<file path="src/rtl/mem_arbiter.sv">
// mem_arbiter: shares one memory port between the IFU and LSU, one transaction in flight.
// Define ARB_RR_EN for round-robin arbitration; default build uses fixed LSU priority.
module mem_arbiter #(
  parameter int ADDR_W  = 32,
  parameter int DATA_W  = 32,
  parameter int TIMEOUT = 255
) (
  input  logic                clk,
  input  logic                rst,
  input  logic                if_req_valid,
  output logic                if_req_ready,
  input  logic [ADDR_W-1:0]   if_addr,
  output logic                if_resp_valid,
  output logic [DATA_W-1:0]   if_rdata,
  input  logic                ls_req_valid,
  output logic                ls_req_ready,
  input  logic [ADDR_W-1:0]   ls_addr,
  input  logic                ls_wen,
  input  logic [DATA_W-1:0]   ls_wdata,
  input  logic [DATA_W/8-1:0] ls_wmask,
  output logic                ls_resp_valid,
  output logic [DATA_W-1:0]   ls_rdata,
  output logic                mem_req_valid,
  input  logic                mem_req_ready,
  output logic [ADDR_W-1:0]   mem_addr,
  output logic                mem_wen,
  output logic [DATA_W-1:0]   mem_wdata,
  output logic [DATA_W/8-1:0] mem_wmask,
  input  logic                mem_resp_valid,
  input  logic [DATA_W-1:0]   mem_rdata,
  output logic                err
);

  // state | meaning
  // IDLE  | arbitrate, grant one requester and capture its request
  // REQ   | present captured request to memory until mem_req_ready
  // RESP  | wait for mem_resp_valid, then pulse the owner's response
  typedef enum logic [1:0] {S_IDLE, S_REQ, S_RESP} state_t;

  localparam int MASK_W = DATA_W / 8;
  localparam int TMR_W  = (TIMEOUT > 2) ? $clog2(TIMEOUT) : 1;
  localparam bit TMR_EN = (TIMEOUT > 0);
  // Timer holds at most TIMEOUT-1: the expiring increment is what trips err.
  localparam logic [TMR_W-1:0] TMR_LAST = TMR_W'((TIMEOUT > 0) ? TIMEOUT - 1 : 0);
  localparam logic OWN_IF = 1'b0;
  localparam logic OWN_LS = 1'b1;

  state_t              state_q, state_d;
  logic                owner_q, owner_d;
  logic [ADDR_W-1:0]   addr_q, addr_d;
  logic                wen_q, wen_d;
  logic [DATA_W-1:0]   wdata_q, wdata_d;
  logic [MASK_W-1:0]   wmask_q, wmask_d;
  logic [TMR_W-1:0]    timer_q, timer_d;
  logic                err_q, err_d;
  logic                if_resp_q, if_resp_d;
  logic                ls_resp_q, ls_resp_d;
  logic [DATA_W-1:0]   if_rdata_q, if_rdata_d;
  logic [DATA_W-1:0]   ls_rdata_q, ls_rdata_d;
`ifdef ARB_RR_EN
  logic                last_grant_q, last_grant_d;
`endif

  logic pick_ls, grant_ls, grant_if, timeout_hit;

`ifdef ARB_RR_EN
  assign pick_ls = ls_req_valid && (!if_req_valid || (last_grant_q == OWN_IF));
`else
  assign pick_ls = ls_req_valid;
`endif
  assign grant_ls    = (state_q == S_IDLE) && pick_ls;
  assign grant_if    = (state_q == S_IDLE) && if_req_valid && !pick_ls;
  assign timeout_hit = TMR_EN && (timer_q == TMR_LAST);

  always_ff @(posedge clk) begin
    if (rst) begin
      state_q      <= S_IDLE;
      owner_q      <= OWN_IF;
      addr_q       <= '0;
      wen_q        <= 1'b0;
      wdata_q      <= '0;
      wmask_q      <= '0;
      timer_q      <= '0;
      err_q        <= 1'b0;
      if_resp_q    <= 1'b0;
      ls_resp_q    <= 1'b0;
      if_rdata_q   <= '0;
      ls_rdata_q   <= '0;
`ifdef ARB_RR_EN
      last_grant_q <= OWN_IF;
`endif
    end else begin
      state_q      <= state_d;
      owner_q      <= owner_d;
      addr_q       <= addr_d;
      wen_q        <= wen_d;
      wdata_q      <= wdata_d;
      wmask_q      <= wmask_d;
      timer_q      <= timer_d;
      err_q        <= err_d;
      if_resp_q    <= if_resp_d;
      ls_resp_q    <= ls_resp_d;
      if_rdata_q   <= if_rdata_d;
      ls_rdata_q   <= ls_rdata_d;
`ifdef ARB_RR_EN
      last_grant_q <= last_grant_d;
`endif
    end
  end

  always_comb begin
    state_d    = state_q;
    owner_d    = owner_q;
    addr_d     = addr_q;
    wen_d      = wen_q;
    wdata_d    = wdata_q;
    wmask_d    = wmask_q;
    err_d      = err_q;
    if_resp_d  = 1'b0;
    ls_resp_d  = 1'b0;
    if_rdata_d = if_rdata_q;
    ls_rdata_d = ls_rdata_q;
`ifdef ARB_RR_EN
    last_grant_d = last_grant_q;
`endif
    unique case (state_q)
      S_IDLE: begin
        if (grant_ls) begin
          owner_d = OWN_LS;
          addr_d  = ls_addr;
          wen_d   = ls_wen;
          wdata_d = ls_wdata;
          wmask_d = ls_wmask;
          state_d = S_REQ;
`ifdef ARB_RR_EN
          last_grant_d = OWN_LS;
`endif
        end else if (grant_if) begin
          owner_d = OWN_IF;
          addr_d  = if_addr;
          wen_d   = 1'b0;
          wdata_d = '0;
          wmask_d = '0;
          state_d = S_REQ;
`ifdef ARB_RR_EN
          last_grant_d = OWN_IF;
`endif
        end
      end
      S_REQ: begin
        if (mem_req_ready) begin
          state_d = S_RESP;
        end else if (timeout_hit) begin
          err_d   = 1'b1;
          state_d = S_IDLE;
        end
      end
      S_RESP: begin
        if (mem_resp_valid) begin
          state_d = S_IDLE;
          if (owner_q == OWN_LS) begin
            ls_resp_d  = 1'b1;
            ls_rdata_d = mem_rdata;
          end else begin
            if_resp_d  = 1'b1;
            if_rdata_d = mem_rdata;
          end
        end else if (timeout_hit) begin
          err_d   = 1'b1;
          state_d = S_IDLE;
        end
      end
      default: state_d = S_IDLE;
    endcase

    if ((state_d != state_q) || (state_q == S_IDLE)) timer_d = '0;
    else                                             timer_d = timer_q + 1'b1;
  end

  always_comb begin
    if_req_ready  = grant_if;
    ls_req_ready  = grant_ls;
    mem_req_valid = (state_q == S_REQ);
    mem_addr      = addr_q;
    mem_wen       = wen_q;
    mem_wdata     = wdata_q;
    mem_wmask     = wmask_q;
    if_resp_valid = if_resp_q;
    ls_resp_valid = ls_resp_q;
    if_rdata      = if_rdata_q;
    ls_rdata      = ls_rdata_q;
    err           = err_q;
  end

endmodule

</file>
<file path="config.mk">
export PLATFORM = sky130hd
export DESIGN_NAME = mem_arbiter
export DESIGN_NICKNAME = d
export VERILOG_FILES = /design/src/rtl/mem_arbiter.sv
export SDC_FILE = /design/constraint.sdc
export NUM_CORES = 1
export LEC_CHECK = 0
export BUFFER_PORTS_ARGS = -buffer_cell sky130_fd_sc_hd__buf_2
export CAP_MARGIN = 10
export CELL_PAD_IN_SITES_DETAIL_PLACEMENT = 1
export CELL_PAD_IN_SITES_GLOBAL_PLACEMENT = 1
export CORE_ASPECT_RATIO = 0.9
export CORE_MARGIN = 5
export CORE_UTILIZATION = 32
export DETAILED_ROUTE_END_ITERATION = 12
export PLACE_DENSITY_LB_ADDON = 0.1
export SKIP_LAST_GASP = 1
export SYNTH_ARGS = -nofsm -noshare
export SYNTH_HDL_FRONTEND = slang
export SYNTH_SLANG_ARGS = --single-unit
</file>
<file path="constraint.sdc">
create_clock -name clk -period 2.35 [get_ports clk]
set_clock_uncertainty 0.05 [all_clocks]
set_input_delay 0.1175 -clock clk [delete_from_list [all_inputs] [get_ports clk]]
set_output_delay 0.1175 -clock clk [all_outputs]
set_load 0.01 [all_outputs]
</file>
Yosys cells after proc, flatten, opt, wreduce, memory -nomap -nowiden
Index checks and enable logic that the tools add are counted.
Storage, ports and cells
  logic and storage cells: 57
  bits in registers: 147
Operators by class
  equal/unequal tests: 6
  muxes and demuxes: 21
  bitwise logic cells: 3
  add/subtract/negate cells: 1
  reduce and logical (&&, ||, !) cells: 14
Operator list (number)
  2-to-1 mux 32 bit: 4
  2-to-1 mux 2 bit: 5
  AND reduction 3 bit: 3
  adder 8 x 1 -> 8 bit, second input constant: 1
  equality test 8 bit, second input constant: 1
  2-to-1 mux 1 bit: 8
  2-to-1 mux 4 bit: 2
  case mux 2 bit (3 select lines): 1
  inequality test 2 bit, second input constant: 2
  nonzero test 2 bit: 2
  logical AND 1 bit: 3
  NOT 1 bit: 3
  OR reduction 3 bit: 1
  equality test 2 x 1 -> 1 bit, second input constant: 1
  equality test 2 bit, second input constant: 1
  logical NOT 2 bit: 1
  inequality test 2 bit: 1
  case mux 1 bit (2 select lines): 1
  AND reduction 2 bit: 1
  OR reduction 2 bit: 1
  logical NOT 1 bit: 1
  logical OR 1 bit: 1

Logic depth before layout (Yosys ltp)
Gate-level depths: netlist of the first run.
  depth in word-level cells: 9
  depth in mapped cells: 9
  depth with buffers taken out: 6

Least setup slack after synthesis of the first run
No wires, ideal clock.
  path type: flip-flop to flip-flop
  start: register state_q[1]
  end: register wdata_q[0], in the netlist mem_wdata[0]
  stages on the path, launching flop included: 10
  library setup time: 0.128 ns
  arrival time: 1.484 ns
  buffers on the path: 3
  slack: 0.689 ns
  period minus slack after synthesis: 1.661 ns
  data required time: 2.172 ns
  path through: dfxtp_1 > inv_1 > ha_1 > buf_4 > nand2_1 > inv_2 > buf_2 > buf_6 > a22oi_1 > nor2_1
On the way
  cells in the longest elaborated chain, start to end: 5
  elaborated cells between the ends (all ways): 7
  classes of those cells: 1 x mux; 6 x reduce/logical
RTL lines
  from (decl): RTL line 48  | state_t state_q, state_d;
  from (signal assigned): RTL line 93  | state_q <= state_d;
  logical NOT 2 bit *: RTL line 71, 72, 126
  logical AND 1 bit (2 in a row): RTL line 72  | assign grant_if = (state_q == S_IDLE) && if_req_valid && !pick_ls;
  nonzero test 2 bit (no line)
  AND reduction 2 bit (no line)
  to (signal assigned): RTL line 97  | wdata_q <= wdata_d;
  to (decl): RTL line 52  | logic [DATA_W-1:0] wdata_q, wdata_d;
Every way passes the cells marked *; elsewhere a longest branch is shown, timed or not.
A chain may end at the register's enable or synchronous reset.

Final worst setup path of the first run
  start: register state_q[0]
  end: register addr_q[24], in the netlist mem_addr[24]
On the way
  cells in the longest elaborated chain, start to end: 5
  elaborated cells between the ends (all ways): 7
  classes of those cells: 1 x mux; 6 x reduce/logical
RTL lines
  logical NOT 2 bit *: RTL line 71, 72, 126
  logical AND 1 bit (2 in a row): RTL line 72
  nonzero test 2 bit (no line)
  AND reduction 2 bit (no line)
  to (signal assigned): RTL line 95  | addr_q <= addr_d;
  to (decl): RTL line 50  | logic [ADDR_W-1:0] addr_q, addr_d;
Marks and branches as above.

==> impl_metrics.py, run 1 <==
metrics = {
    "global_routing": {
        "grt_pass1_vias": 6676,
        "grt_overflow": 0,
        "grt_max_degree": 93,
        "grt_pass1_wl_um": 34380,
        "antenna_found_initial": 2,
        "grt_use_total_pct": 21.06,
    },
    "floorplanning": {
        "fp.dieW_um": 151.0,
        "ios": 278,
        "die_h_um": 136.9,
        "core_sq_um": 17610,
        "row_count": 46,
        "start_util_pct": 32.50,
        "die_area_sq_um": 20660,
    },
    "sta": {
        "slew_viol_final": 0,
        "setup_viol": 0,
        "hold_viol": 0,
        "finalCritPeriodShare_pct": 92.88,
        "worst_slew_pin_slew_ps": 631.6,
        "rsz0062_at_grt": "no",
        "fin_crit_ps": 2183,
        "fmax_mhz": 458.2,
        "fin_tns_setup_ps": 0,
        "relSlewSlack_pct": 57.89,
    },
    "setup_path": {
        "critPathCaptureType": "flop",
        "critPathRequiredTime_ps": 2660,
        "path_class": "reg -> reg",
        "startpoint_type": "flop",
        "cp_max_fo": 30,
        "cp.arrival_ps": 2490,
    },
    "clock_network": {
        "cts-root-buf": "clkbuf_16",
        "cts_buffers": 17,
        "clock-sinks": 147,
        "clk_latency_ps": 410,
        "clockBufferDepth": 2,
        "clkTransAtPathRegs_ps": 60,
        "cts_tree": "yes",
        "htreeDepth": 4,
    },
    "route": {
        "wl_per_cell_um": 17.59,
        "routed_via_density": 4.774,
        "drt-initial-drc-count": 198,
        "first_pass_iters": 4,
        "vias": 6225,
        "ant_nets": 0,
        "drcViolationCount": 0,
        "drt_wl_total_um": 22940,
    },
    "place": {
        "port-buffer-count": 277,
        "dp_cells": 1138,
        "dpl.hpwl_um": 14510,
        "place_congestion": 0.7592,
    },
    "synth": {
        "synth.top_cell.area_share_pct": 51.42,
        "yosys_warnings": 0,
        "syn_area_sq_um": 5723,
        "yosysUniqueCellTypes": 34,
        "synth-seq-cells": 147,
        "yosysTopAreaCell": "dfxtp_1",
        "synth_area_leaders": "dfxtp_1 (51%), nand2_1 (13%), a311oi_2 (7.9%)",
        "yosysSeqAreaShare_pct": 51.42,
        "syn_inst": 662,
        "synth_nets": 807,
        "syn_area_per_cell_sq_um": 8.645,
    },
    "run_status": {
        "status": "completed",
    },
    "cells_and_area": {
        "fin_nets": 1194,
        "drive_above_1_share_pct": 33.99,
        "syn2layout_area_growth_pct": 61.57,
        "layoutNonFillerInstCount": 1304,
    },
    "power": {
        "powerDensity_nw_per_um2": 755.2,
        "peakVddDrop_mv": 0.4932,
        "p_leak_uw": 0.004121,
        "power_uw": 6983,
    },
    "job": {
        "maxCapViolCount": 0,
    },
    "worst_hold_path": {
        "hold_class": "in -> reg",
    },
}
## Yosys cell counts, drive strengths merged
library cell,instances
buf,36
nor2,80
nor2b,2
a21oi,66
a211oi,3
inv,6
o31ai,3
o22ai,1
a41oi,1
a31o,1
clkbuf,16
nand4,1
and3,2
xnor2,2
nor3,8
nand2,194
a311oi,31
dfxtp,147
nand3,8
ha,6
a22oi,37
o31a,1
xor2,4
o21ai,3
or2,2
nor3b,1
## where the power goes
| part | switching, uW | leakage, uW | internal, uW |
|---|---|---|---|
| clock network | 1120 | 0.000308 | 1820 |
| logic | 707 | 0.00261 | 594 |
| registers | 90.6 | 0.00120 | 2640 |
## final timing paths
kind,slack (ps),end,startpoint,cells past startpoint
max reg2reg,170,mem_addr[24]$_SDFFE_PP0P_,state_q[0]$_SDFF_PP0_,7
max,170,mem_addr[24]$_SDFFE_PP0P_,state_q[0]$_SDFF_PP0_,7
min,20,mem_addr[30]$_SDFFE_PP0P_,ls_addr[30],3
min reg2reg,400,ls_rdata[5]$_SDFFE_PP0P_,ls_rdata[5]$_SDFFE_PP0P_,2
## placed cells by master, fill, tap and decap left out, drive strengths merged
cell / instances
nor3: 8
nand4: 1
ha: 6
nor3b: 1
buf: 289
a211oi: 3
o21ai: 3
xor2: 4
nor2b: 2
and3: 2
a41oi: 1
nand3: 8
nand2: 194
o22ai: 1
bufinv: 4
o31a: 1
nor2: 80
diode: 2
o31ai: 3
clkbuf: 20
dlygate4sd3: 129
xnor2: 2
a21oi: 66
a31o: 1
clkinvlp: 2
inv: 11
a311oi: 31
a22oi: 37
dfxtp: 147
clkinv: 3
or2: 2
## sequential cells by signal (all words and copies together), names as in the netlist
name           flops
err                1
if_rdata          32
if_resp_valid      1
ls_rdata          32
ls_resp_valid      1
mem_addr          32
mem_wdata         32
mem_wen            1
mem_wmask          4
owner_q            1
state_q            2
timer_q            8
## metal layers
metal	vias to the layer above	wire, um	track usage, %
met1	2974	8936	22.55
met3	37	1596	6.821
li1	3010	-	-
met4	0	515	7.553
met5	-	0	0
met2	204	11890	38.66
## worst max-delay path, stage by stage, from the launching register on
cell           delay, ps
dfxtp_1              420
inv_1                120
ha_1                 220
nand2_1              120
buf_8                230
nand2_1              100
a311oi_2             270
dlygate4sd3_1        580
## cells by family (layout without fill, tap and decap cells)
| kind of cell | after synthesis | in the layout | synth area share, % |
|---|---|---|---|
| fa+ha+maj | 6 | 6 | 1.312 |
| other cells | 0 | 2 | 0 |
| compound gates | 147 | 147 | 20.49 |
| simple gates | 298 | 298 | 20.31 |
| xor+xnor | 6 | 6 | 0.9182 |
| buf+inv | 58 | 458 | 5.553 |
| flops | 147 | 147 | 51.42 |
## per-stage QoR
step	setup WS, ps	area [sq um]	utilization, %	hold slack (ps)
final	167.4	9246	52.50	23.91
after global routing	29.86	9246	52.50	33.21
after CTS	16.54	9175	52.10	1.286
after detailed placement	377.8	7247	41.15	327.6
after global placement	592.7	7247	41.15	315.6
after floorplan	688.9	5723	-	203.5
## area by class of cell
cell class / instances / area, sq um
inverters: 6 / 22.52
repair buffers: 420 / 2865
flip-flops and latches: 147 / 2944
fillers: 2123 / 8366
multi-input cells: 457 / 2472
well taps: 240 / 300.3
diodes: 2 / 5.005
clock buffers: 18 / 439.2
clock inverters: 14 / 197.7
## what timing repair did
item | CTS | global route
setup buffers | 0 | 1
setup endpoints to repair | 0 | 2
hold buffers | 129 | 0
hold endpoints to repair | 131 | 0
gates resized for setup | 0 | 3
(Power assumes the default switching activity.)
==> run 2: changes to the inputs <==
BUFFER_PORTS_ARGS = -buffer_cell sky130_fd_sc_hd__clkbuf_2   (was -buffer_cell sky130_fd_sc_hd__buf_2)
==> run 2 against run 1 <==
Net effect:
- largest cell class unchanged
- wire length is 0.61% lower
- hold slack worse by 14 ps
- clock power is 5% lower
- highest routed layer unchanged
==> impl_metrics.py, run 2 (synthesis results as in run 1) <==
metrics = {
    "sta": {
        "hold_viol": 0,
        "setup_viol": 0,
        "fmax_mhz": 455.9,
        "worst_slew_pin_slew_ps": 638.0,
        "rsz0062_at_grt": "no",
        "fin_crit_ps": 2194,
        "fin_tns_setup_ps": 0,
        "slew_viol_final": 0,
        "relSlewSlack_pct": 57.47,
        "finalCritPeriodShare_pct": 93.34,
        "fin_ws_ps": 156.4,
    },
    "cells_and_area": {
        "drive_above_1_share_pct": 33.68,
        "fin_nets": 1195,
        "layout_commonest_cell": "clkbuf_2",
        "design_area_sq_um": 9230,
        "layoutNonFillerInstCount": 1305,
        "syn2layout_area_growth_pct": 61.28,
        "final_cell_mix": "clkbuf_2 (276), nand2_1 (194), dfxtp_1 (147)",
    },
    "route": {
        "drcViolationCount": 0,
        "ant_nets": 0,
        "vias": 6232,
        "routed_via_density": 4.775,
        "drt_wl_total_um": 22800,
        "wl_per_cell_um": 17.47,
        "drt-initial-drc-count": 247,
        "first_pass_iters": 6,
    },
    "worst_hold_path": {
        "hp-start": "ls_addr[30]",
        "hold_end": "mem_addr[30]$_SDFFE_PP0P_",
        "hold_path_depth": 3,
        "hold_class": "in -> reg",
    },
    "setup_path": {
        "cp.arrival_ps": 2500,
        "slowest_stage": "dlygate4sd3_1",
        "regToRegEndpoint": "mem_addr[28]$_SDFFE_PP0P_",
        "critPathCaptureType": "flop",
        "critPathRequiredTime_ps": 2660,
        "slowest_delay_ps": 570,
        "cp_common_cell": "nand2_1",
        "ff2ff_path_depth": 7,
        "cp_max_fo": 30,
        "path_class": "reg -> reg",
        "reg2reg_slack_ps": 160,
        "startpoint_type": "flop",
        "r2r_start": "state_q[1]$_SDFF_PP0_",
        "path_cells": "inv_1, ha_1, nand2_1, buf_8, nand2_1, a311oi_2, dlygate4sd3_1",
    },
    "clock_network": {
        "clockBufferDepth": 2,
        "htreeDepth": 4,
        "cts_tree": "yes",
        "cts_buffers": 17,
        "cts-root-buf": "clkbuf_16",
        "clkTransAtPathRegs_ps": 60,
        "clock-sinks": 147,
        "clk_latency_ps": 410,
    },
    "global_routing": {
        "grt_pass1_wl_um": 35090,
        "grt_use_total_pct": 21.50,
        "antenna_found_initial": 2,
        "grt_pass1_vias": 6802,
        "grt_max_degree": 93,
        "grt_overflow": 0,
    },
    "run_status": {
        "status": "completed",
    },
    "power": {
        "peakVddDrop_mv": 0.4457,
        "powerDensity_nw_per_um2": 742.1,
        "p_leak_uw": 0.004027,
    },
    "job": {
        "maxCapViolCount": 0,
    },
    "place": {
        "place_congestion": 0.7474,
        "dp_cells": 1138,
        "dpl.hpwl_um": 14630,
        "place_area_sq_um": 7247,
        "dp_slack_ps": 464.2,
        "port-buffer-count": 277,
    },
    "floorplanning": {
        "die_area_sq_um": 20660,
        "core_sq_um": 17610,
        "start_util_pct": 32.50,
        "row_count": 46,
        "die_h_um": 136.9,
        "ios": 278,
        "fp.dieW_um": 151.0,
    },
}
## run 2: changes by cell type in the layout (fill, tap and decap cells not counted)
| cell | delta |
|---|---|
| buf_2 | -276 |
| bufinv_16 | -1 |
| clkbuf_1 | +2 |
| clkbuf_2 | +276 |
| clkbuf_8 | +1 |
| clkinv_2 | -1 |
| clkinvlp_4 | +2 |
| dfxtp_1 | +1 |
| dfxtp_2 | -1 |
| dlygate4sd3_1 | +1 |
| inv_6 | -3 |
## run 2: final cells by class
| class | instances | area [sq um] |
|---|---|---|
| well taps | 240 | 300.3 |
| diodes | 2 | 5.005 |
| clock inverters | 11 | 151.4 |
| multi-input cells | 457 | 2472 |
| inverters | 6 | 22.52 |
| fillers | 2113 | 8382 |
| flip-flops and latches | 147 | 2943 |
| clock buffers | 21 | 460.4 |
| repair buffers | 421 | 2875 |
## run 2: repair_timing
| action | 4_1_cts | 5_1_grt |
|---|---|---|
| endpoints found under the hold margin | 132 | 0 |
| hold buffers | 130 | 0 |
| gates resized for setup | 0 | 2 |
| setup endpoints to repair | 0 | 1 |
| buffers inserted | 0 | 1 |
## run 2: worst max-delay path, delay by kind of cell (launching register included)
family	cells	cell delay [ps]
AO/OA/AOI/OAI	1	260
AND/OR/NAND/NOR	2	210
flip-flops	1	470
adder cells (fa/ha/maj)	1	210
buffers and inverters	3	920
## run 2: power breakdown
| group | switching, uW | internal, uW | total [uW] |
|---|---|---|---|
| Combinational | 704 | 589 | 1290 |
| Clock | 1080 | 1730 | 2810 |
| Sequential | 96.7 | 2640 | 2740 |
| Total | 1880 | 4970 | 6850 |
## run 2: worst max-delay path by stage
| stage | start | endpoint | depth (start not counted) |
|---|---|---|---|
| final | state_q[1]$_SDFF_PP0_ | mem_addr[28]$_SDFFE_PP0P_ | 7 |
| after CTS | state_q[1]$_SDFF_PP0_ | mem_addr[28]$_SDFFE_PP0P_ | 8 |
| after global placement | state_q[0]$_SDFF_PP0_ | if_rdata[19]$_SDFFE_PP0P_ | 6 |
| after floorplan | state_q[1]$_SDFF_PP0_ | mem_wdata[0]$_SDFFE_PP0P_ | 9 |
| after detailed placement | state_q[0]$_SDFF_PP0_ | if_rdata[28]$_SDFFE_PP0P_ | 6 |
| after global routing | state_q[1]$_SDFF_PP0_ | mem_addr[28]$_SDFFE_PP0P_ | 7 |
## run 2: metal layers
layer	track usage, %	part of all wire [%]	vias up
met4	7.553	2.4	0
li1	-	-	3011
met5	0	0	-
met2	39.33	52	212
met1	23.47	39	2972
met3	6.556	6.7	37
## run 2: metrics by stage
stage                     total power (uW)  hold slack, ps  util [%]
after global placement                3792           307.4     41.15
after detailed placement              3835           313.2     41.15
final                                 6850           10.05     52.41
after floorplan                       3434           203.5         -
after global routing                  7167           19.15     52.41
after CTS                             6852           3.681     52.01
